## src/rtl/bcd_seg_scan_driver.sv

```systemverilog
// Multiplexed common-segment 7-segment driver for a packed BCD word.
// A word is loaded through a valid/ready handshake into a pending buffer.
// The pending word moves to the active buffer only on a frame boundary, so
// one frame never shows digits from two different words. The active word is
// scanned one digit per refresh slot, with optional leading-zero blanking.
// A sticky flag reports any nibble above 9 in the active word.
module bcd_seg_scan_driver #(
    parameter int NUM_DIGITS  = 4,
    parameter int REFRESH_DIV = 50000,
    parameter int BLANK_LZ    = 1
) (
    input  logic                      clk,
    input  logic                      rst_n,
    input  logic                      load,
    output logic                      ready,
    input  logic [4*NUM_DIGITS-1:0]   digits_in,
    input  logic                      blank,
    output logic [NUM_DIGITS-1:0]     an,
    output logic [6:0]                seg,
    output logic                      bcd_err
);

    localparam int DW = 4 * NUM_DIGITS;
    localparam int IW = (NUM_DIGITS > 1) ? $clog2(NUM_DIGITS) : 1;
    localparam int PW = (REFRESH_DIV > 1) ? $clog2(REFRESH_DIV) : 1;
    localparam logic [PW-1:0] PRESC_LAST = PW'(REFRESH_DIV - 1);
    localparam logic [IW-1:0] IDX_LAST   = IW'(NUM_DIGITS - 1);

    // Active-low segment pattern (a..g on bits 6..0); codes above 9 go dark.
    function automatic logic [6:0] bcd_decode(input logic [3:0] d);
        logic [6:0] s;
        case (d)
            4'd0:    s = 7'b0000001;
            4'd1:    s = 7'b1001111;
            4'd2:    s = 7'b0010010;
            4'd3:    s = 7'b0000110;
            4'd4:    s = 7'b1001100;
            4'd5:    s = 7'b0100100;
            4'd6:    s = 7'b0100000;
            4'd7:    s = 7'b0001111;
            4'd8:    s = 7'b0000000;
            4'd9:    s = 7'b0000100;
            default: s = 7'b1111111;
        endcase
        return s;
    endfunction

    // True when any nibble of the word is not a legal BCD digit.
    function automatic logic word_has_illegal(input logic [DW-1:0] w);
        logic bad;
        bad = 1'b0;
        for (int j = 0; j < NUM_DIGITS; j++) begin
            bad = bad | (w[4*j +: 4] > 4'd9);
        end
        return bad;
    endfunction

    logic [PW-1:0]         presc_r;
    logic [IW-1:0]         idx_r;
    logic [DW-1:0]         active_r;
    logic [DW-1:0]         pending_r;
    logic                  pend_flag_r;
    logic                  ready_r;
    logic                  bcd_err_r;
    logic [NUM_DIGITS-1:0] an_r;
    logic [6:0]            seg_r;

    logic                  presc_tc_s;
    logic                  frame_end_s;
    logic                  accept_s;
    logic                  transfer_s;
    logic [3:0]            nibble_s;
    logic [NUM_DIGITS-1:0] sel_s;
    logic                  nz_above_s;
    logic                  lz_blank_s;
    logic [NUM_DIGITS-1:0] an_nxt_s;
    logic [6:0]            seg_nxt_s;

    assign presc_tc_s  = (presc_r == PRESC_LAST);
    assign frame_end_s = presc_tc_s && (idx_r == IDX_LAST);
    assign accept_s    = load && ready_r;
    // A transfer and an accept never coincide: a set pending flag means ready is low.
    assign transfer_s  = frame_end_s && pend_flag_r;

    // Refresh prescaler and digit scan index.
    always_ff @(posedge clk or negedge rst_n) begin
        if (!rst_n) begin
            presc_r <= {PW{1'b0}};
            idx_r   <= {IW{1'b0}};
        end else if (presc_tc_s) begin
            presc_r <= {PW{1'b0}};
            idx_r   <= (idx_r == IDX_LAST) ? {IW{1'b0}} : idx_r + {{(IW-1){1'b0}}, 1'b1};
        end else begin
            presc_r <= presc_r + {{(PW-1){1'b0}}, 1'b1};
        end
    end

    // Load handshake, pending/active double buffer and sticky BCD error flag.
    always_ff @(posedge clk or negedge rst_n) begin
        if (!rst_n) begin
            active_r    <= {DW{1'b0}};
            pending_r   <= {DW{1'b0}};
            pend_flag_r <= 1'b0;
            ready_r     <= 1'b1;
            bcd_err_r   <= 1'b0;
        end else if (transfer_s) begin
            active_r    <= pending_r;
            pend_flag_r <= 1'b0;
            ready_r     <= 1'b1;
            bcd_err_r   <= word_has_illegal(pending_r);
        end else if (accept_s) begin
            pending_r   <= digits_in;
            pend_flag_r <= 1'b1;
            ready_r     <= 1'b0;
        end
    end

    // Select the scanned nibble and decide whether it is a blanked leading zero.
    always_comb begin
        nibble_s   = 4'd0;
        sel_s      = {NUM_DIGITS{1'b0}};
        nz_above_s = 1'b0;
        for (int j = 0; j < NUM_DIGITS; j++) begin
            sel_s[j]   = (idx_r == IW'(j));
            nibble_s   = nibble_s | (active_r[4*j +: 4] & {4{sel_s[j]}});
            nz_above_s = nz_above_s | ((j >= int'(idx_r)) && (active_r[4*j +: 4] != 4'd0));
        end
        lz_blank_s = (BLANK_LZ != 0) && (idx_r != {IW{1'b0}}) && !nz_above_s;
        if (blank || lz_blank_s) begin
            an_nxt_s  = {NUM_DIGITS{1'b1}};
            seg_nxt_s = 7'b1111111;
        end else begin
            an_nxt_s  = ~sel_s;
            seg_nxt_s = bcd_decode(nibble_s);
        end
    end

    // Registered anode and segment drive; dark while in reset.
    always_ff @(posedge clk or negedge rst_n) begin
        if (!rst_n) begin
            an_r  <= {NUM_DIGITS{1'b1}};
            seg_r <= 7'b1111111;
        end else begin
            an_r  <= an_nxt_s;
            seg_r <= seg_nxt_s;
        end
    end

    assign ready   = ready_r;
    assign bcd_err = bcd_err_r;
    assign an      = an_r;
    assign seg     = seg_r;

endmodule

```

## config.mk

```make
export PLATFORM = sky130hd
export DESIGN_NAME = bcd_seg_scan_driver
export DESIGN_NICKNAME = d
export VERILOG_FILES = /design/src/rtl/bcd_seg_scan_driver.sv
export SDC_FILE = /design/constraint.sdc
export NUM_CORES = 1
export LEC_CHECK = 0
export ABC_AREA = 1
export CORE_ASPECT_RATIO = 1.75
export CORE_MARGIN = 4
export CORE_UTILIZATION = 25
export CTS_CLUSTER_DIAMETER = 120
export DETAILED_ROUTE_END_ITERATION = 12
export PLACE_DENSITY_LB_ADDON = 0.05
export SYNTH_ARGS = -nofsm -noshare
export SYNTH_HDL_FRONTEND = slang
export SYNTH_SLANG_ARGS = --single-unit
export TNS_END_PERCENT = 50
```

## constraint.sdc

```tcl
create_clock -name clk -period 3 [get_ports clk]
set_input_delay 0.45 -clock clk [delete_from_list [all_inputs] [get_ports clk]]
set_output_delay 0.45 -clock clk [all_outputs]
set_load 0.01 [all_outputs]
```

==> summary.txt <==
Outcome
  • Outcome: completed

Cells and area
  • Nets: 448
  • Final Non-Filler Cells: between 500 and 600
  • Commonest cells after routing, fill and taps aside: 137 x nand2_1, 52 x nand3_1, 52 x dfrtp_1
  • Area growth syn-to-layout: 25.6%
  • Register Area: 1620 um2
  • Fillers: roughly 1.3k
  • Share of cells above drive strength 1: 9.24%
  • Design area: 3900 um2
  • # diodes: 0
  • Commonest non-fill, non-tap cell in the layout: nand2_1
  • Area of the multi-input gates: between 1000 and 1500 um2

Critical path
  • Reg-to-reg setup timing slack: 1.01 ns
  • Setup CP Type: reg2reg
  • Reg2reg start: idx_r[0]
  • Worst setup EP type: flip-flop
  • WP buf/inv: 1
  • CP max-delay cell: nand3_4
  • Cell depth of the worst flop-to-flop path: 7
  • Worst Path Required: roughly 3.3 ns
  • Largest stage delay on the critical path: 0.40 ns
  • Cell with the most instances on the worst path: nand2_1
  • Crit-path cells: ha_1 -> nand2_1 -> inv_2 -> nand3_4 -> nand2_4 -> nand2_1 -> nand2_1
  • Startpoint Class: flip-flop
  • CP arrival: approximately 2.3 ns
  • R2r endpoint: pending_r[11]
  • Crit-path leading delay family: simple AND/OR/NAND/NOR gates
  • Crit Path Max Fanout: 37

Job
  • Max cap viols: 0

Power
  • Sw power: roughly 0.0005 W
  • Max rail drop VDD: between 0.0002 and 0.0003 V
  • P per Cell Area: 569 nW/um2
  • Gate power share: slightly below 7%
  • Reg power frac: 45.1%
  • Clock network fraction of design power: 48.1%
  • Sw Ratio: 22.4%
  • Leakage power: 1.95 nW
  • Internal power: about 0.0017 W

Clocking
  • Max H-tree Level: 3
  • Post-cts repair resize count: 0
  • CTS tree: built
  • Clock sinks: between 60 and 70
  • Post-CTS setup buffers: 0
  • Root Driver: clkbuf_16
  • Cts hold-fix bufs: 0
  • Total CTS buffers: 9
  • Later-pin clock latency in the skew report: ~0.33 ns
  • Clock tree buffer depth: 2
  • Clock-pin slew on the worst setup and hold paths: around 0.06 ns

Floorplanning
  • Initial Util: 25.8%
  • Die Y: 156 um
  • Rows: 53
  • Full die area: 14400 um2
  • Core ar.: 12100 um2
  • Die width: slightly above 90 um
  • IO Count: 33

Synth
  • Ys Warns: 0
  • Mapped Nets: approximately 410
  • Synth Register Bits: 64
  • Cell Area, Synth: 3110 um2
  • Sequential area share after synthesis: 52.0%
  • Mapped Cells: 383
  • Mean Syn Cell Area: 8.12 um2
  • Distinct cells, synth: 27

Placement
  • Port Buffer Count: 32
  • Dpl hpwl: 5430 um
  • GP Congestion: 0.787
  • Cell Area, Placed: 3600 um2
  • DP Cell Count: 572

Global routing
  • Global-route wire length before repair: around 12000 um
  • Gr usage total: 11.3%
  • Initial antenna violation count: 0
  • Vias in the first global route: 2451
  • Pin count of the biggest net entering global routing: 65
  • Total gr overflow: 0

Drt
  • Remaining design rule violation count: 0
  • Vias per cell: 4.12
  • Starting DRC count in detailed routing: 60
  • Antenna viol nets, final: 0
  • Total vias in the final route: around 2.4k
  • Total Wirelength: 7470 um
  • Routed WL per cell: 12.7 um
  • 1st-pass router iterations: 4

Timing
  • Setup violators final: 0
  • Setup TNS: 0 ns
  • Final period utilization: 66.4%
  • Highest clock rate: between 0.5 and 0.6 GHz
  • Slew HR: between 60% and 70%
  • Final Hold Fails: 0
  • RSZ-0062 raised after global routing: false
  • Final Max Slew Viols: 0
  • Least-Margin Pin Slew: 0.524 ns
  • Final Critical Period: 1.99 ns
  • Setup Skew: 0.00659 ns

Hold path
  • Worst hold path type: in2async
-- routing by layer --
metal | global-route usage [%] | part of all wire [%]
met1 | 11.9 | 39
met2 | 20.3 | 54
met3 | 3.14 | 3.8
met4 | 5.88 | 3.0
met5 | 0 | 0
-- registers in the layout (all words and copies together), names as in the netlist --
register	cells
pend_flag_r	1
active_r	16
ready	1
idx_r	2
pending_r	16
bcd_err	1
presc_r	16
an	4
seg	7
-- how the worst max path moves through the flow --
stage | depth (start not counted) | end | slack, ns | start
global route | 7 | pending_r[14] | 0.75 | idx_r[0]
floorplan | 11 | seg[3] | 1.37 | idx_r[0]
global placement | 6 | pending_r[15] | 0.99 | load
CTS | 7 | pending_r[14] | 0.95 | idx_r[0]
finish | 7 | pending_r[11] | 1.01 | idx_r[0]
detailed placement | 7 | pending_r[10] | 0.97 | idx_r[0]
-- synthesized netlist by cell type, drive strengths merged --
library cell    n  area, um2
nand2         139        532
a21oi           4       20.0
o21bai          2       15.0
dfrtp          52       1300
o21ai           9       45.0
nor3            2       10.0
inv            41        154
dfstp          12        315
ha             10        125
nand4           3       18.8
clkinv          2       7.51
xor2            6       52.6
nand3          54        288
buf             7       46.3
nor2           36        158
or2             1       6.26
nor3b           1       7.51
clkbuf          2       7.51
-- power by group through the flow --
| stage | clock network, W | logic [W] | registers, W |
|---|---|---|---|
| 5_1_grt | 0.00115 | 0.000176 | 0.00101 |
| 4_1_cts | 0.00111 | 0.000158 | 0.00100 |
| 3_5_place_dp | 0 | 0.000158 | 0.00102 |
| 6_report | 0.00107 | 0.000151 | 0.00100 |
| 3_3_place_gp | 0 | 0.000155 | 0.00102 |
| 2_1_floorplan | 0 | 0.0000807 | 0.00100 |
-- worst reg2reg max path: stages, from the launching register on --
cell and delay, ns:
dfrtp_1 0.39, ha_1 0.29, nand2_1 0.09, inv_2 0.26
nand3_4 0.40, nand2_4 0.34, nand2_1 0.09, nand2_1 0.06
-- kinds of logic (layout without fill, tap and decap cells) --
| group | after synthesis | in the layout | synth area share, % |
|---|---|---|---|
| fa+ha+maj | 10 | 10 | 4.02 |
| buf+inv | 52 | 91 | 6.92 |
| flops | 64 | 64 | 52.0 |
| simple gates | 236 | 236 | 32.8 |
| compound gates | 15 | 15 | 2.58 |
| xor+xnor | 6 | 6 | 1.69 |
-- stage by stage --
stage | hold slack [ns] | total power, W | setup slack, ns | util [%]
after floorplan | 0.154 | 0.00108 | 1.37 | -
after global placement | 0.449 | 0.00117 | 0.990 | 29.8
after detailed placement | 0.459 | 0.00117 | 0.968 | 29.8
after CTS | 0.136 | 0.00227 | 0.954 | 32.3
after global routing | 0.132 | 0.00233 | 0.752 | 32.3
final | 0.113 | 0.00222 | 1.01 | 32.3
-- final cells by class --
class                      instances  area share [%]
clock buffer                      12            6.83
timing repair buffer              33            8.59
clock inverter                     3            1.03
sequential                        64            41.4
inverter                          43            4.13
multi-input combinational        267            32.7
tap                              165            5.29
(Power assumes the default switching activity.)
